`config.mk`:
```
export PLATFORM = sky130hd
export DESIGN_NAME = sr04_controller
export DESIGN_NICKNAME = d
export VERILOG_FILES = /design/src/rtl/sr04_controller_pkg.sv /design/src/rtl/tick_gen_us.sv /design/src/rtl/sr04_controller.sv
export SDC_FILE = /design/constraint.sdc
export NUM_CORES = 1
export LEC_CHECK = 0
export CAP_MARGIN = 15
export CORE_ASPECT_RATIO = 0.8
export CORE_MARGIN = 2
export CORE_UTILIZATION = 59
export DETAILED_ROUTE_END_ITERATION = 8
export PLACE_DENSITY = 0.88
export SKIP_CTS_REPAIR_TIMING = 1
export SYNTH_ARGS = -nofsm -noshare
export SYNTH_HDL_FRONTEND = slang
export SYNTH_SLANG_ARGS = --single-unit
export TNS_END_PERCENT = 10
```
`constraint.sdc`:
```
create_clock -name clk -period 3.2 [get_ports clk]
set_input_delay 0.8 -clock clk [delete_from_list [all_inputs] [get_ports clk]]
set_output_delay 0.8 -clock clk [all_outputs]
set_load 0.01 [all_outputs]
```
`src/rtl/sr04_controller_pkg.sv`:
```
// Shared constants for the HC-SR04 ranger: FSM encoding, output width and
// helpers that derive counter widths and the microsecond tick divisor.
package sr04_controller_pkg;

  // FSM state encoding (plain constants so older tools can consume them)
  localparam int STATE_W = 3;
  localparam logic [STATE_W-1:0] ST_IDLE      = 3'd0;
  localparam logic [STATE_W-1:0] ST_TRIG      = 3'd1;
  localparam logic [STATE_W-1:0] ST_WAIT_ECHO = 3'd2;
  localparam logic [STATE_W-1:0] ST_MEASURE   = 3'd3;
  localparam logic [STATE_W-1:0] ST_DONE      = 3'd4;

  // Width of the published distance (matches the display controller input)
  localparam int DIST_W = 11;

  localparam int US_PER_SEC = 1_000_000;

  // Clocks per microsecond tick; the clock must be a whole number of MHz, >= 1 MHz
  function automatic int tick_div(input int clk_freq_hz);
    return clk_freq_hz / US_PER_SEC;
  endfunction

  // $clog2 that never returns 0, so a counter always has at least one bit
  function automatic int clog2_min1(input int n);
    return (n < 2) ? 1 : $clog2(n);
  endfunction

endpackage

```
`src/rtl/tick_gen_us.sv`:
```
// Free-running 1 us tick generator: one-clock pulse every TICK_DIV clocks.
// clr restarts the period so a measurement begins on a clean tick phase.
module tick_gen_us
  import sr04_controller_pkg::*;
#(
  parameter int CLK_FREQ_HZ = 100_000_000
) (
  input  logic clk,
  input  logic reset,
  input  logic clr,
  output logic tick
);

  localparam int TICK_DIV = tick_div(CLK_FREQ_HZ);
  localparam int CNT_W    = clog2_min1(TICK_DIV);
  localparam logic [CNT_W-1:0] CNT_LAST = CNT_W'(TICK_DIV - 1);

  logic [CNT_W-1:0] cnt_q;
  logic [CNT_W-1:0] cnt_d;

  // Next count: wrap at the end of the period or restart on clr
  always_comb begin
    cnt_d = cnt_q + 1'b1;
    if (clr || (cnt_q == CNT_LAST)) begin
      cnt_d = '0;
    end
  end

  // Period counter register
  always_ff @(posedge clk or negedge reset) begin
    if (!reset) begin
      cnt_q <= '0;
    end else begin
      cnt_q <= cnt_d;
    end
  end

  assign tick = (cnt_q == CNT_LAST);

endmodule

```
`src/rtl/sr04_controller.sv`:
```
// HC-SR04 controller: issues the trigger pulse, times the echo high pulse in
// microseconds and converts it to whole centimetres by counting US_PER_CM
// ticks per centimetre (no divider). Publishes distance with a done strobe.
module sr04_controller
  import sr04_controller_pkg::*;
#(
  parameter int CLK_FREQ_HZ = 100_000_000,
  parameter int TRIG_US     = 10,
  parameter int US_PER_CM   = 58,
  parameter int TIMEOUT_US  = 25_000,
  parameter int MAX_CM      = 400      // must fit in the 11-bit distance output
) (
  input  logic        clk,
  input  logic        reset,
  input  logic        start,
  input  logic        echo,
  output logic        trigger,
  output logic [10:0] distance,
  output logic        dist_done,
  output logic        busy,
  output logic        timeout_err
);

  localparam int TRIG_W = clog2_min1(TRIG_US);
  localparam int TO_W   = clog2_min1(TIMEOUT_US + 1);
  localparam int SUB_W  = clog2_min1(US_PER_CM);
  localparam int CM_W   = clog2_min1(MAX_CM + 1);

  localparam logic [TRIG_W-1:0] TRIG_LAST = TRIG_W'(TRIG_US - 1);
  localparam logic [TO_W-1:0]   TO_LAST   = TO_W'(TIMEOUT_US - 1);
  localparam logic [SUB_W-1:0]  SUB_LAST  = SUB_W'(US_PER_CM - 1);
  localparam logic [CM_W-1:0]   CM_MAX    = CM_W'(MAX_CM);

  logic [STATE_W-1:0] state_q, state_d;
  logic [TRIG_W-1:0]  trig_cnt_q, trig_cnt_d;
  logic [TO_W-1:0]    to_cnt_q, to_cnt_d;
  logic [SUB_W-1:0]   sub_cnt_q, sub_cnt_d;
  logic [CM_W-1:0]    cm_cnt_q, cm_cnt_d;
  logic [10:0]        distance_q, distance_d;
  logic               timeout_err_q, timeout_err_d;

  logic echo_s1_q, echo_s2_q, echo_d_q;
  logic echo_rise, echo_fall;
  logic tick, tick_clr;

  tick_gen_us #(
    .CLK_FREQ_HZ (CLK_FREQ_HZ)
  ) u_tick_gen (
    .clk   (clk),
    .reset (reset),
    .clr   (tick_clr),
    .tick  (tick)
  );

  // Two-flop echo synchronizer plus a delay flop for edge detection
  always_ff @(posedge clk or negedge reset) begin
    if (!reset) begin
      echo_s1_q <= 1'b0;
      echo_s2_q <= 1'b0;
      echo_d_q  <= 1'b0;
    end else begin
      echo_s1_q <= echo;
      echo_s2_q <= echo_s1_q;
      echo_d_q  <= echo_s2_q;
    end
  end

  assign echo_rise = echo_s2_q & ~echo_d_q;
  assign echo_fall = ~echo_s2_q & echo_d_q;

  // Measurement sequencer: next state, counters and published results
  always_comb begin
    state_d       = state_q;
    trig_cnt_d    = trig_cnt_q;
    to_cnt_d      = to_cnt_q;
    sub_cnt_d     = sub_cnt_q;
    cm_cnt_d      = cm_cnt_q;
    distance_d    = distance_q;
    timeout_err_d = timeout_err_q;
    tick_clr      = 1'b0;

    case (state_q)
      ST_IDLE: begin
        if (start) begin
          state_d    = ST_TRIG;
          tick_clr   = 1'b1;
          trig_cnt_d = '0;
          to_cnt_d   = '0;
          sub_cnt_d  = '0;
          cm_cnt_d   = '0;
        end
      end

      ST_TRIG: begin
        if (tick) begin
          if (trig_cnt_q == TRIG_LAST) begin
            state_d = ST_WAIT_ECHO;
          end else begin
            trig_cnt_d = trig_cnt_q + 1'b1;
          end
        end
      end

      ST_WAIT_ECHO, ST_MEASURE: begin
        if (tick) begin
          to_cnt_d = to_cnt_q + 1'b1;
        end
        // The tick in the echo-fall cycle still counts, so the measured
        // window spans exactly the synchronized echo high time.
        if ((state_q == ST_MEASURE) && tick) begin
          if (sub_cnt_q == SUB_LAST) begin
            sub_cnt_d = '0;
            if (cm_cnt_q != CM_MAX) begin
              cm_cnt_d = cm_cnt_q + 1'b1;
            end
          end else begin
            sub_cnt_d = sub_cnt_q + 1'b1;
          end
        end
        // Timeout takes priority over any echo edge in the same cycle
        if (tick && (to_cnt_q == TO_LAST)) begin
          state_d       = ST_IDLE;
          timeout_err_d = 1'b1;
        end else if ((state_q == ST_WAIT_ECHO) && echo_rise) begin
          state_d = ST_MEASURE;
        end else if ((state_q == ST_MEASURE) && echo_fall) begin
          state_d       = ST_DONE;
          distance_d    = DIST_W'(cm_cnt_d);
          timeout_err_d = 1'b0;
        end
      end

      ST_DONE: begin
        state_d = ST_IDLE;
      end

      default: begin
        state_d = ST_IDLE;
      end
    endcase
  end

  // State, counter and result registers
  always_ff @(posedge clk or negedge reset) begin
    if (!reset) begin
      state_q       <= ST_IDLE;
      trig_cnt_q    <= '0;
      to_cnt_q      <= '0;
      sub_cnt_q     <= '0;
      cm_cnt_q      <= '0;
      distance_q    <= '0;
      timeout_err_q <= 1'b0;
    end else begin
      state_q       <= state_d;
      trig_cnt_q    <= trig_cnt_d;
      to_cnt_q      <= to_cnt_d;
      sub_cnt_q     <= sub_cnt_d;
      cm_cnt_q      <= cm_cnt_d;
      distance_q    <= distance_d;
      timeout_err_q <= timeout_err_d;
    end
  end

  assign trigger     = (state_q == ST_TRIG);
  assign busy        = (state_q != ST_IDLE);
  assign dist_done   = (state_q == ST_DONE);
  assign distance    = distance_q;
  assign timeout_err = timeout_err_q;

endmodule
```
* Word level (Yosys, flattened, before mapping) *
Index checks and enable logic that the tools add are counted.

storage, ports and cells
  logic and storage cells = 86
  register bits = 57
  input bits = 4
  output and inout bits = 15

operators by class
  eq/ne operators = 17
  add/sub/neg operators = 5
  muxes and demuxes = 29
  bitwise gates (word level) = 6
  reduce and logical (&&, ||, !) cells = 18

operator list
  kind                                           count
  2-to-1 mux 9 bit                               4
  2-to-1 mux 15 bit                              2
  case mux 15 bit (2 select lines)               1
  2-to-1 mux 3 bit                               6
  2-to-1 mux 6 bit                               3
  case mux 9 bit (2 select lines)                1
  adder 15 x 1 -> 15 bit, second input constant  1
  == test 15 bit, second input constant          1
  2-to-1 mux 4 bit                               3
  case mux 6 bit (2 select lines)                1
  AND reduction 4 bit                            3
  != test 2 bit, second input constant           5
  adder 9 x 1 -> 9 bit, second input constant    1
  != test 9 bit, second input constant           1
  case mux 3 bit (3 select lines)                1
  AND reduction 3 bit                            3
  case mux 4 bit (2 select lines)                1
  adder 7 x 1 -> 7 bit, second input constant    1
  == test 7 bit, second input constant           1
  2-to-1 mux 7 bit                               1
  adder 6 x 1 -> 6 bit, second input constant    1
  == test 3 x 2 -> 1 bit, second input constant  2
  == test 6 bit, second input constant           1
  nonzero test 2 bit                             3
  other kinds (15)                               27

* Longest topological paths before layout *
  depth in word-level cells = 7
  gate-level depth with buffers = 7
  depth with buffers taken out = 7

* Modules after synthesis *
A second synthesis with hierarchy kept.

unflattened totals
  cells, all modules = 324
  area total of the unflattened synthesis = 3113.0 um^2

by module, submodules not included
  module           area an instance (um^2)  sequential area each (um^2)  instances  cells an instance
  sr04_controller  2793.9                   1251.2                       1          293
  tick_gen_us      319.1                    175.2                        1          31

* Worst setup path after synthesis *
Ideal clock, no wire load.

  path type = flip-flop to flip-flop
  start = reg u_tick_gen.cnt_q[2]
  end = reg distance_q[2], in the netlist distance[2]
  data required time = 3075 ps
  setup slack = 919 ps
  path buffers = 1
  library setup time = 125 ps
  cell stages (with the launch flop) = 7
  clock period less this slack = 2281 ps
  arrival = 2156 ps
  path through = dfrtp_1 -> or4b_1 -> buf_2 -> nor4_4 -> nand2_2 -> mux2_4 -> mux2_4

between the ends
  cells in the longest elaborated chain, start to end = 4
  elaborated cells on any way between the ends = 6
  those cells by class = eq/ne (1); mux (1); bitwise (1); reduce/logical (3)

RTL lines
  item                           RTL line                text
  start, declared                tick_gen_us.sv:18       logic [CNT_W-1:0] cnt_q;
  start signal, assigned         tick_gen_us.sv:34       cnt_q <= cnt_d;
  == test 7 bit (*)              tick_gen_us.sv:38       assign tick = (cnt_q == CNT_LAST);
  logical AND 1 bit              sr04_controller.sv:121  if (tick && (to_cnt_q == TO_LAST)) begin
  NOT 1 bit (no line)            -
  AND reduction 4 bit (no line)  -
  end signal, assigned           sr04_controller.sv:159  distance_q <= distance_d;
  end, declared                  sr04_controller.sv:39   logic [10:0] distance_q, distance_d;

Every way passes the cells marked *; elsewhere a longest branch is shown, timed or not.
A chain may end at the register's enable or synchronous reset.

* Final worst setup path *
  start = reg state_q[0]
  end = out trigger

between the ends
  cells in the longest elaborated chain, start to end = 1

RTL lines
  item                    RTL line                text
  start, declared         sr04_controller.sv:34   logic [STATE_W-1:0] state_q, state_d;
  start signal, assigned  sr04_controller.sv:154  state_q <= state_d;
  == test 3 x 1 -> 1 bit  sr04_controller.sv:164  assign trigger = (state_q == ST_TRIG);
  end, declared           sr04_controller.sv:17   output logic trigger,

Every way passes these cells.

==> summary.md <==
| Metric | Value |
|---|---|
| Status | completed |
| CTS Buffer Depth | 2 |
| Max Cap Violations | 0 |
| Top Metal Used | met4 |
| Area Overhead vs Synth | 15.4% |
| Most frequent cells after synthesis | dfrtp_1 (57), nor2_1 (36), nand2_1 (33) |
| Via density | 5.84 |
| CTS Sinks | 57 |
| Most common cell in the netlist | dfrtp_1 |
| Clock Skew | 7.79 ps |
| Initial core utilization | 0.622 |
| Number of remaining DRC errors | 0 |
| Worst R2R Path Depth | 5 |
| RePlAce Congestion | 0.816 |
| Synthesized cell area | 0.00289 mm^2 |
| Syn Inst Count | 296 |
| # IOs | 19 |
| Routed wl met3 | 363 um |
| H-tree Lvls | 3 |
| HP Start | echo_s1_q$_DFF_PN0_ |
| Crit. Startpoint | state_q[0]$_DFFE_PN0P_ |
| Worst slew margin relative to its limit | 0.415 |
| FF+latch count, synth | 57 |
| Fin. max-slew vios | 0 |
| Diode count | 0 |
| Yosys top cell by area | dfrtp_1 |
| Detailed placement HPWL | 3.96 mm |
| Drt first pass iters | 4 |
| CP max stage delay | 600 ps |
| Worst endpoint data arrival time | 1900 ps |
| Drt total wl | 5.73 mm |
| Worst setup SP type | flop |
| Largest net degree at the start of global routing | 41 |
| Unrepaired setup endpoints after global routing | false |
| Slowest CP cell | dfrtp_1 |
| Synth cell types | 49 |
| Final Power | 1.50 mW |
| Total global routing track utilization | 0.246 |
| Worst Hold Class | flop to flop |
| Root Driver | clkbuf_8 |
| First-pass GRT wire length | 9.89 mm |
| Die Wd | 82.3 um |
| Asr flop ratio synth | 1.00 |
| Die height | 66.6 um |
| Vias | 2255 |
| Layout cells sized above 1 | 0.0982 |
| Worst R2R Start | u_tick_gen.cnt_q[2]$_DFF_PN0_ |
| Share of the synthesized area in the top cell type | 0.493 |
| Final period util | 0.843 |
| Final core utilization | 0.718 |
| Clock latency on the worst-skew pair | 340 ps |
| Worst-Margin Slew | 877 ps |
| Crit end category | output port |
| Leak Pwr | 1.44 nW |
| Met1 WL | 2.61 mm |
| Port bufs | 16 |
| Endpoints failing setup | 0 |
| Syn_area_per_cell | 9.78 um^2 |
| Post-DP Area | 0.00313 mm^2 |
| Pwr dens | 450 mW/mm^2 |
| Detail Route Antenna Nets | 0 |
| Post-synthesis sequential area ratio | 0.493 |
| Final Hold Vio Count | 0 |
| Most used flip-flop cell after synthesis | dfrtp_1 |
| Crit Path Max Fanout | 15 |
| F_max | 371 MHz |
| Core Box Area | 0.00465 mm^2 |
| Clk pin slew, worst setup/hold paths | 60 ps |
| Iteration-0 DRC Markers | 149 |
| Routed met2 length | 2.67 mm |
| Kind of cell adding the most delay to the critical path | buffers and inverters |
| Wire per inst | 14.9 um |
| Final instance area | 0.00334 mm^2 |
| Total gr overflow | 0 |
| Hold Path Depth | 0 |
| TritonCTS clock tree | done |
| CP Buf/Inv Count | 2 |
| Setup_tns | 0 ps |
| CP Cell Sequence | nor3b_1 > buf_4 > clkdlybuf4s50_1 |
| Tmin final | 2700 ps |
| Vias in the first global route | 2170 |
| Num CTS Buffers | 9 |
| Net count of the finished layout | 333 |
| Die area | 0.00548 mm^2 |
| Post-synth EDFFs | 0 |
| WP depth | 3 |
| WS Path Type | flop to output port |
| Initial antenna violation count | 0 |
| Worst EP required | 2400 ps |
| Yosys Warn Count | 0 |
| Max VDD drop | 0.322 mV |
| Top post-synthesis cells by area | dfrtp_1 (49%), xor2_1 (5.1%), nor2_1 (4.7%), o21ai_0 (4.3%), nand2_1 (4.3%) |
| Row count | 22 |
-- where the power goes --
| part | internal, mW | total, mW | switching, mW |
|---|---|---|---|
| registers | 0.732 | 0.744 | 0.0119 |
| logic | 0.0149 | 0.0418 | 0.0268 |
| clock network | 0.434 | 0.717 | 0.284 |
-- sequential cells by signal, summed over array words and instances (netlist names) --
name              cells
cm_cnt_q              9
distance              9
echo_d_q              1
echo_s1_q             1
echo_s2_q             1
state_q               3
sub_cnt_q             6
timeout_err           1
to_cnt_q             15
trig_cnt_q            4
u_tick_gen.cnt_q      7
-- through the flow --
step,instances,hold WS [ps],setup WS [ps]
6_report,386,357,504
5_1_grt,386,359,376
4_1_cts,386,362,488
3_5_place_dp,370,348,545
3_3_place_gp,370,337,600
2_1_floorplan,297,331,919
-- final timing paths --
path | end | slack (ps)
min reg2reg | echo_s2_q$_DFF_PN0_ | 360
max | trigger | 500
min in group asynchronous | u_tick_gen.cnt_q[6]$_DFF_PN0_ | 570
max in group asynchronous | distance[3]$_DFFE_PN0P_ | 1960
max reg2reg | distance[2]$_DFFE_PN0P_ | 660
min | echo_s2_q$_DFF_PN0_ | 360
-- final cells by class --
class                           instances  area [um^2]
Clock buffer                           10          128
Timing Repair Buffer                   22          200
Fill cell                             356         1310
Inverter                                7         26.3
Clock inverter                          6         82.6
Tap cell                               60         75.1
Multi-Input combinational cell        224         1400
Sequential cell                        57         1430
-- logic make-up after synthesis --
kind of cell               count (synthesis)  share of synthesized area
adders and majority gates                  8                     0.0346
DFF                                       57                      0.493
AOI/OAI and AO/OA                         43                     0.0891
xor gates and xnor gates                  27                     0.0817
other                                      1                    0.00130
muxes                                      5                     0.0212
buffers and inverters                     16                     0.0238
and+or+nand+nor                          139                      0.256
-- placed cells by master (no fill, tap or decap), types with 3 or more instances in the layout --
master and n:
clkdlybuf4s50_1 15, xor2_1 17, nand2_1 33, dfrtp_1 57
a21oi_1 5, buf_4 6, nor2_1 36, and3_1 6
and4_1 3, o41ai_1 3, xnor2_1 10, o21ai_0 25
nor2b_1 4, clkinv_2 3, nand4_1 10, ha_1 8
nand3_1 20, clkbuf_8 9, inv_1 7
-- routing by layer --
layer  track usage  vias up
li1              -     1088
met2         0.391       66
met5             0        -
met3        0.0691       10
met1         0.316     1091
met4        0.0979        0
-- worst reg2reg max path, cell delays in order, from the launching register on --
cell and delay (ps):
dfrtp_1 440, or4b_1 700, nor4_4 590, nand2_2 140, mux2_4 310, mux2_4 250
No activity file was read; power rests on OpenSTA's default activity.
